===== src/rtl/char_bbox_locator.sv =====
// char_bbox_locator: per-frame character bounding-box finder.
// Tracks the min/max x/y of foreground pixels (i_th) inside a fixed search
// window over one frame and, three edges after the frame ends, publishes the
// box bounds plus two horizontal scan rows for the downstream feature scanner.
// Video timing, data and coordinates are passed through with one cycle delay.
//
// Ports:
//   clk, rst_n            pixel clock, asynchronous active-low reset
//   i_hs/i_vs/i_de        video timing (i_vs=1 during the active frame)
//   i_x, i_y, i_data      pixel position and RGB
//   i_th                  binarized foreground flag
//   char_up/down/left/right  latched box bounds
//   row_scanf_line1/2     scan rows for the next frame
//   bbox_valid            last completed frame produced a valid box
//   frame_done            one-cycle pulse when the outputs are refreshed
//   o_hs/o_vs/o_de/o_x/o_y/o_data  one-cycle-delayed copies of the inputs
//
// Optional build macro: BBOX_SMOOTH_EN averages each new bound with the
// previous one when both the previous and the new frame are valid.
module char_bbox_locator #(
  parameter int unsigned WIN_X0     = 0,
  parameter int unsigned WIN_X1     = 479,
  parameter int unsigned WIN_Y0     = 0,
  parameter int unsigned WIN_Y1     = 271,
  parameter int unsigned MIN_PIXELS = 40,
  parameter int unsigned MIN_W      = 4,
  parameter int unsigned MIN_H      = 8
) (
  input  logic        clk,
  input  logic        rst_n,
  input  logic        i_hs,
  input  logic        i_vs,
  input  logic        i_de,
  input  logic [11:0] i_x,
  input  logic [11:0] i_y,
  input  logic [23:0] i_data,
  input  logic        i_th,
  output logic [11:0] char_up,
  output logic [11:0] char_down,
  output logic [11:0] char_left,
  output logic [11:0] char_right,
  output logic [11:0] row_scanf_line1,
  output logic [11:0] row_scanf_line2,
  output logic        bbox_valid,
  output logic        frame_done,
  output logic        o_hs,
  output logic        o_vs,
  output logic        o_de,
  output logic [11:0] o_x,
  output logic [11:0] o_y,
  output logic [23:0] o_data
);

  localparam int unsigned CW  = 12;
  localparam int unsigned CW1 = CW + 1;
  localparam int unsigned DW  = 24;
  localparam int unsigned HW  = 20;
  localparam int unsigned PW  = 17;

  typedef enum logic [2:0] {
    S_WAIT   = 3'd0,
    S_ACCUM  = 3'd1,
    S_CALC1  = 3'd2,
    S_CALC2  = 3'd3,
    S_UPDATE = 3'd4
  } state_e;

  state_e          state_q, state_d;
  logic            vs_q, vs_d;
  logic [CW-1:0]   min_x_q, min_x_d, max_x_q, max_x_d;
  logic [CW-1:0]   min_y_q, min_y_d, max_y_q, max_y_d;
  logic [HW-1:0]   hits_q, hits_d;
  logic [CW-1:0]   calc_l_q, calc_l_d, calc_r_q, calc_r_d;
  logic [CW-1:0]   calc_u_q, calc_u_d, calc_dn_q, calc_dn_d;
  logic            calc_valid_q, calc_valid_d;
  logic [CW-1:0]   dist_q, dist_d;
  logic [CW-1:0]   char_up_q, char_up_d, char_down_q, char_down_d;
  logic [CW-1:0]   char_left_q, char_left_d, char_right_q, char_right_d;
  logic [CW-1:0]   line1_q, line1_d, line2_q, line2_d;
  logic            bbox_valid_q, bbox_valid_d;
  logic            frame_done_q, frame_done_d;
  logic            o_hs_q, o_hs_d, o_vs_q, o_vs_d, o_de_q, o_de_d;
  logic [CW-1:0]   o_x_q, o_x_d, o_y_q, o_y_d;
  logic [DW-1:0]   o_data_q, o_data_d;

  logic            frame_end_c;
  logic [CW:0]     dx_lo_c, dx_hi_c, dy_lo_c, dy_hi_c;
  logic            hit_c;
  logic [CW-1:0]   width_c, height_c, calc_h_c;
  logic            valid_c;
  logic [PW-1:0]   prod_c;

`ifdef BBOX_SMOOTH_EN
  // Rounded average of old and new bound, 13-bit intermediate sum.
  function automatic logic [CW-1:0] avg_bound(input logic [CW-1:0] a,
                                               input logic [CW-1:0] b);
    logic [CW:0] s;
    s = {1'b0, a} + {1'b0, b} + CW1'(1);
    return s[CW:1];
  endfunction
`endif

  // Frame end: falling edge of i_vs against its registered copy.
  assign frame_end_c = vs_q & ~i_vs;

  // Window test via sign bit of 13-bit differences (no constant compares when a bound is 0).
  assign dx_lo_c = {1'b0, i_x} - CW1'(WIN_X0);
  assign dx_hi_c = CW1'(WIN_X1) - {1'b0, i_x};
  assign dy_lo_c = {1'b0, i_y} - CW1'(WIN_Y0);
  assign dy_hi_c = CW1'(WIN_Y1) - {1'b0, i_y};
  assign hit_c   = i_de & i_th & ~dx_lo_c[CW] & ~dx_hi_c[CW]
                 & ~dy_lo_c[CW] & ~dy_hi_c[CW];

  // Box validity from the accumulators; an empty frame has min>max.
  assign width_c  = max_x_q - min_x_q;
  assign height_c = max_y_q - min_y_q;
  assign valid_c  = (min_x_q <= max_x_q) && (min_y_q <= max_y_q)
                 && (hits_q >= HW'(MIN_PIXELS))
                 && (width_c >= CW'(MIN_W)) && (height_c >= CW'(MIN_H));

  // Scan-line offset: d = (h*21)>>6, roughly h/3.
  assign calc_h_c = calc_dn_q - calc_u_q;
  assign prod_c   = PW'(calc_h_c) * PW'(21);

  // Next-state and datapath.
  always_comb begin
    state_d      = state_q;
    vs_d         = i_vs;
    min_x_d      = min_x_q;
    max_x_d      = max_x_q;
    min_y_d      = min_y_q;
    max_y_d      = max_y_q;
    hits_d       = hits_q;
    calc_l_d     = calc_l_q;
    calc_r_d     = calc_r_q;
    calc_u_d     = calc_u_q;
    calc_dn_d    = calc_dn_q;
    calc_valid_d = calc_valid_q;
    dist_d       = dist_q;
    char_up_d    = char_up_q;
    char_down_d  = char_down_q;
    char_left_d  = char_left_q;
    char_right_d = char_right_q;
    line1_d      = line1_q;
    line2_d      = line2_q;
    bbox_valid_d = bbox_valid_q;
    frame_done_d = 1'b0;
    o_hs_d       = i_hs;
    o_vs_d       = i_vs;
    o_de_d       = i_de;
    o_x_d        = i_x;
    o_y_d        = i_y;
    o_data_d     = i_data;

    case (state_q)
      S_WAIT: begin
        if (i_vs) begin
          min_x_d = '1;
          max_x_d = '0;
          min_y_d = '1;
          max_y_d = '0;
          hits_d  = '0;
          state_d = S_ACCUM;
        end
      end
      S_ACCUM: begin
        if (hit_c) begin
          if (i_x < min_x_q) min_x_d = i_x;
          if (i_x > max_x_q) max_x_d = i_x;
          if (i_y < min_y_q) min_y_d = i_y;
          if (i_y > max_y_q) max_y_d = i_y;
          if (hits_q != '1) hits_d = hits_q + HW'(1);
        end
        if (frame_end_c) state_d = S_CALC1;
      end
      S_CALC1: begin
        calc_valid_d = valid_c;
        calc_l_d     = min_x_q;
        calc_r_d     = max_x_q;
        calc_u_d     = min_y_q;
        calc_dn_d    = max_y_q;
`ifdef BBOX_SMOOTH_EN
        if (bbox_valid_q && valid_c) begin
          calc_l_d  = avg_bound(char_left_q,  min_x_q);
          calc_r_d  = avg_bound(char_right_q, max_x_q);
          calc_u_d  = avg_bound(char_up_q,    min_y_q);
          calc_dn_d = avg_bound(char_down_q,  max_y_q);
        end
`endif
        state_d = S_CALC2;
      end
      S_CALC2: begin
        dist_d  = CW'(prod_c >> 6);
        state_d = S_UPDATE;
      end
      S_UPDATE: begin
        // Invalid frames keep the previous bounds and scan lines.
        if (calc_valid_q) begin
          char_left_d  = calc_l_q;
          char_right_d = calc_r_q;
          char_up_d    = calc_u_q;
          char_down_d  = calc_dn_q;
          line1_d      = calc_u_q + dist_q;
          line2_d      = calc_dn_q - dist_q;
        end
        bbox_valid_d = calc_valid_q;
        frame_done_d = 1'b1;
        state_d      = S_WAIT;
      end
      default: state_d = S_WAIT;
    endcase
  end

  // State and output registers.
  always_ff @(posedge clk or negedge rst_n) begin
    if (!rst_n) begin
      state_q      <= S_WAIT;
      vs_q         <= 1'b0;
      min_x_q      <= '1;
      max_x_q      <= '0;
      min_y_q      <= '1;
      max_y_q      <= '0;
      hits_q       <= '0;
      calc_l_q     <= '0;
      calc_r_q     <= '0;
      calc_u_q     <= '0;
      calc_dn_q    <= '0;
      calc_valid_q <= 1'b0;
      dist_q       <= '0;
      char_up_q    <= '0;
      char_down_q  <= '0;
      char_left_q  <= '0;
      char_right_q <= '0;
      line1_q      <= '0;
      line2_q      <= '0;
      bbox_valid_q <= 1'b0;
      frame_done_q <= 1'b0;
      o_hs_q       <= 1'b0;
      o_vs_q       <= 1'b0;
      o_de_q       <= 1'b0;
      o_x_q        <= '0;
      o_y_q        <= '0;
      o_data_q     <= '0;
    end else begin
      state_q      <= state_d;
      vs_q         <= vs_d;
      min_x_q      <= min_x_d;
      max_x_q      <= max_x_d;
      min_y_q      <= min_y_d;
      max_y_q      <= max_y_d;
      hits_q       <= hits_d;
      calc_l_q     <= calc_l_d;
      calc_r_q     <= calc_r_d;
      calc_u_q     <= calc_u_d;
      calc_dn_q    <= calc_dn_d;
      calc_valid_q <= calc_valid_d;
      dist_q       <= dist_d;
      char_up_q    <= char_up_d;
      char_down_q  <= char_down_d;
      char_left_q  <= char_left_d;
      char_right_q <= char_right_d;
      line1_q      <= line1_d;
      line2_q      <= line2_d;
      bbox_valid_q <= bbox_valid_d;
      frame_done_q <= frame_done_d;
      o_hs_q       <= o_hs_d;
      o_vs_q       <= o_vs_d;
      o_de_q       <= o_de_d;
      o_x_q        <= o_x_d;
      o_y_q        <= o_y_d;
      o_data_q     <= o_data_d;
    end
  end

  assign char_up         = char_up_q;
  assign char_down       = char_down_q;
  assign char_left       = char_left_q;
  assign char_right      = char_right_q;
  assign row_scanf_line1 = line1_q;
  assign row_scanf_line2 = line2_q;
  assign bbox_valid      = bbox_valid_q;
  assign frame_done      = frame_done_q;
  assign o_hs            = o_hs_q;
  assign o_vs            = o_vs_q;
  assign o_de            = o_de_q;
  assign o_x             = o_x_q;
  assign o_y             = o_y_q;
  assign o_data          = o_data_q;

endmodule

===== config.mk =====
export PLATFORM = sky130hd
export DESIGN_NAME = char_bbox_locator
export DESIGN_NICKNAME = d
export VERILOG_FILES = /design/src/rtl/char_bbox_locator.sv
export SDC_FILE = /design/constraint.sdc
export NUM_CORES = 1
export LEC_CHECK = 0
export CORE_AREA = 3 3 162 164
export CTS_CLUSTER_SIZE = 25
export DETAILED_ROUTE_END_ITERATION = 16
export DIE_AREA = 0 0 165 167
export PLACE_DENSITY = 0.88
export SYNTH_ARGS = -nofsm -noshare
export SYNTH_HDL_FRONTEND = slang
export SYNTH_SLANG_ARGS = --single-unit

===== constraint.sdc =====
create_clock -name clk -period 6.7 [get_ports clk]
set_input_delay 1.34 -clock clk [delete_from_list [all_inputs] [get_ports clk]]
set_output_delay 1.34 -clock clk [all_outputs]
set_load 0.05 [all_outputs]

==> metrics.md <==
| Metric | Value |
|---|---|
| Status | `finished clean` |
| Routed WL | `32.9 mm` |
| Worst reg2reg endpoint | `dist_q[10]$_DFFE_PN0P_` |
| CTS sink count | `256` |
| Leakage Power | `8.11 nW` |
| Longest Clk Path Bufs | `3` |
| Vias | `10,500` |
| Worst path max stage delay | `520 ps` |
| DR iter-0 viols | `567` |
| Gate power share | `0.559` |
| Main synth FF type | `dfrtp_1` |
| Post-synth EDFFs | `0` |
| Root buf cell | `clkbuf_16` |
| Switching pwr | `3.24 mW` |
| Final period util | `0.807` |
| Die area | `27,600 µm²` |
| R2R Setup Slk | `1290 ps` |
| CP Class | `flip-flop to flip-flop` |
| Power per standard cell area | `459 nW/µm²` |
| Slew HR | `0.351` |
| Overall Power | `7.77 mW` |
| Worst Setup SP | `calc_dn_q[0]$_DFFE_PN0N_` |
| Part of the power in registers | `0.239` |
| Max-slew violations | `0` |
| DRT Pass-1 Iters | `5` |
| CP endpoint kind | `flip-flop` |
| Slowest-stage cell, CP | `fa_1` |
| Unique cell type count in the Yosys netlist | `73` |
| Switching Share | `0.417` |
| Post-Syn Instances | `1,301` |
| Max Freq | `0.185 GHz` |
| Asr flop ratio synth | `1.00` |
| CTS tree | `done` |
| Cell mode on critical path | `inv_1` |
| Final #Nets | `1,686` |
| Critical-path cell list | `inv_1 > ha_1 > inv_1 > fa_1 > a21o_1 > a21oi_1 > o21bai_1 > a21oi_1 > o21ai_1 > xnor2_1 > inv_1 > ha_1 > ha_1 > inv_1 > fa_1 > inv_1 > ha_1 > and2_1 > o21ai_0 > o31ai_1 > or4_1 > a31oi_1 > xor2_1 > o21ai_1` |
| Std-Cell Core Area | `25,000 µm²` |
| Min Tclk post-route | `5410 ps` |
| Critical path startpoint category | `flip-flop` |
| GRT overflow | `0` |
| CTS buffer count | `28` |
| Clk slew on worst S/H paths | `60 ps` |
| Pin count of the biggest net entering global routing | `141` |
| # IOs | `179` |
| Clock Skews | `13.6 ps` |
| Layout area overhead | `22.2%` |
| First-pass GRT wire length | `54.5 mm` |
| RePlAce Congestion | `0.864` |
| Die Ht | `167 µm` |
| Number of cells on the critical path | `24` |
| Unrepaired setup endpoints after global routing | `false` |
| H-tree depth | `1` |
| Warnings from Yosys | `0` |
| Crit-path max FO | `4` |
| Filler cell count | `1,834` |
| Max-Cap Viols | `0` |
| Setup TNS | `0 ps` |
| Site Rows | `58` |
| Vias per inst | `5.71` |
| Worst Path Arrival | `5790 ps` |
| Final setup violating endpoints | `0` |
| I/O Buffers | `178` |
| Drt drc | `0` |
| Layout cells sized above 1 | `0.113` |
| Class of the worst hold path | `flip-flop to flip-flop` |
| Worst-Margin Slew | `971 ps` |
| Starting density of the core | `0.553` |
| Seq/Total Area, Yosys | `0.465` |
| Ant diodes | `0` |
| Worst reg2reg startpoint | `calc_dn_q[0]$_DFFE_PN0N_` |
| CP required | `7090 ps` |
| CP top delay family | `adder cells` |
| Clock Power Share | `0.203` |
| Post-DRT Antenna Nets | `0` |
| Total GRT Usage | `0.242` |
| Syn_nets | `1,507` |
| Syn_area_per_cell | `10.6 µm²` |
| Drt wl/cell | `18.0 µm` |
| Vias in the first global route | `11,100` |
| Number of antenna violations at the first check in global routing | `0` |
| Worst R2R Path Depth | `24` |
| Peak supply drop | `514 µV` |
| Worst Setup EP | `dist_q[10]$_DFFE_PN0P_` |
| HPWL after detailed placement | `23.9 mm` |
| Clock insertion delay at the later pin of the skew report | `540 ps` |
| Yosys reg bits | `256` |
| Die Wd | `165 µm` |
| Post-CTS resize count | `0` |
| Post-CTS Setup Inserts | `0` |
| Post-Syn Area | `13,900 µm²` |
| CP Buf/Inv Count | `5` |
| Internal | `4.53 mW` |
| CTS Hold Bufs | `0` |
| Final Hold Viols | `0` |
[power groups by stage]
| stage | logic, mW | registers, mW | clock network [mW] |
|---|---|---|---|
| finish | 4.34 | 1.85 | 1.57 |
| global placement | 4.15 | 1.86 | 0 |
| CTS | 4.34 | 1.85 | 1.60 |
| detailed placement | 4.29 | 1.88 | 0 |
| floorplan | 3.34 | 1.87 | 0 |
| global route | 5.01 | 1.87 | 1.67 |
[layout by cell type (no fill, tap or decap), drive strengths merged, types with 9 or more instances in the layout]
cell           Yosys  final
or3               12     12
xnor2             17     17
nand2b             9      9
a21oi             55     55
nor2              52     52
nor3              31     31
mux2i             13     13
o21ai            103    103
ha               143    143
fa                 9      9
nand3             34     34
inv              131    131
clkdlybuf4s50      0    177
and3              10     10
dfstp             24     24
mux2              81     81
clkbuf            21     42
dfrtp            232    232
a211oi            16     16
xor2              28     28
a21o              22     22
nand4             21     21
nor2b             18     18
o31ai             11     11
o21a              13     13
or2               10     10
nand2             76     76
a31oi             16     16
[registers in the layout, indices dropped and copies added, names as in the netlist, 3 cells and up]
name,flops
calc_dn_q,12
calc_l_q,12
calc_r_q,12
calc_u_q,12
char_down,12
char_left,12
char_right,12
char_up,12
dist_q,11
hits_q,20
max_x_q,12
max_y_q,12
min_x_q,12
min_y_q,12
o_data,24
o_x,12
o_y,12
row_scanf_line1,12
row_scanf_line2,12
state_q,3
[stage by stage]
step,setup slack (ps),std cells,hold slack [ps],utilization,cell area (µm²)
floorplan,1850,1301,470,-,13900
global placement,1420,1780,461,0.638,16000
detailed placement,1360,1780,471,0.638,16000
CTS,1300,1832,484,0.676,16900
global route,912,1832,511,0.676,16900
finish,1290,1832,481,0.676,16900
[how the worst min path moves through the flow]
stage | from | endpoint | slack [ps] | depth (start not counted)
5_1_grt | char_right[2]$_DFFE_PN0P_ | char_right[2]$_DFFE_PN0P_ | 510 | 1
3_5_place_dp | row_scanf_line1[6]$_DFFE_PN0P_ | row_scanf_line1[6]$_DFFE_PN0P_ | 470 | 1
4_1_cts | char_up[1]$_DFFE_PN0P_ | char_up[1]$_DFFE_PN0P_ | 480 | 2
3_3_place_gp | row_scanf_line1[6]$_DFFE_PN0P_ | row_scanf_line1[6]$_DFFE_PN0P_ | 460 | 1
6_report | char_up[7]$_DFFE_PN0P_ | char_up[7]$_DFFE_PN0P_ | 480 | 2
2_1_floorplan | min_y_q[0]$_DFFE_PN1P_ | min_y_q[0]$_DFFE_PN1P_ | 470 | 2
[Yosys cell counts (24+ instances only)]
cell type  count  share of area
inv_1        131          0.035
a21oi_1       55          0.020
o21ai_1       39          0.014
xor2_1        28          0.018
dfrtp_1      232           0.42
o21ai_0       63          0.023
nor3_1        31          0.011
mux2_2        73          0.059
ha_1         143           0.13
nor2_1        52          0.014
nand3_1       34          0.012
nand2_1       76          0.021
dfstp_2       24          0.046
[final cells by class]
type	count	area, µm²	area share
Inverter	131	492	0.0291
Clock buffer	42	815	0.0481
Timing Repair Buffer	185	1850	0.109
Multi-Input combinational cell	878	6780	0.401
Sequential cell	256	6440	0.380
Clock inverter	10	134	0.00791
Tap cell	330	413	0.0244
[layer usage]
| layer | wire length, µm | global-route usage | vias up |
|---|---|---|---|
| met5 | 0 | 0 | - |
| met4 | 1160 | 0.0846 | 0 |
| met3 | 1940 | 0.0413 | 93 |
| met2 | 16300 | 0.426 | 308 |
| met1 | 13500 | 0.298 | 5090 |
| li1 | - | - | 4967 |
[worst reg2reg max path: stages (launching register included)]
cell	delay, ps
dfrtp_1	360
inv_1	130
ha_1	200
inv_1	60
fa_1	400
a21o_1	180
a21oi_1	220
o21bai_1	90
a21oi_1	280
o21ai_1	170
xnor2_1	280
inv_1	110
ha_1	210
ha_1	270
inv_1	50
fa_1	520
inv_1	40
ha_1	320
and2_1	170
o21ai_0	150
o31ai_1	140
or4_1	450
a31oi_1	220
xor2_1	160
o21ai_1	70
[logic make-up after synthesis]
group                      Yosys count  synth area share
DFF                                256             0.465
xor gates and xnor gates            45            0.0285
buffers and inverters              167            0.0469
muxes                               94            0.0752
and+or+nand+nor                    309             0.117
adders and majority gates          152             0.142
AOI/OAI and AO/OA                  278             0.125
Note: power is estimated with default switching activity, not from simulation.
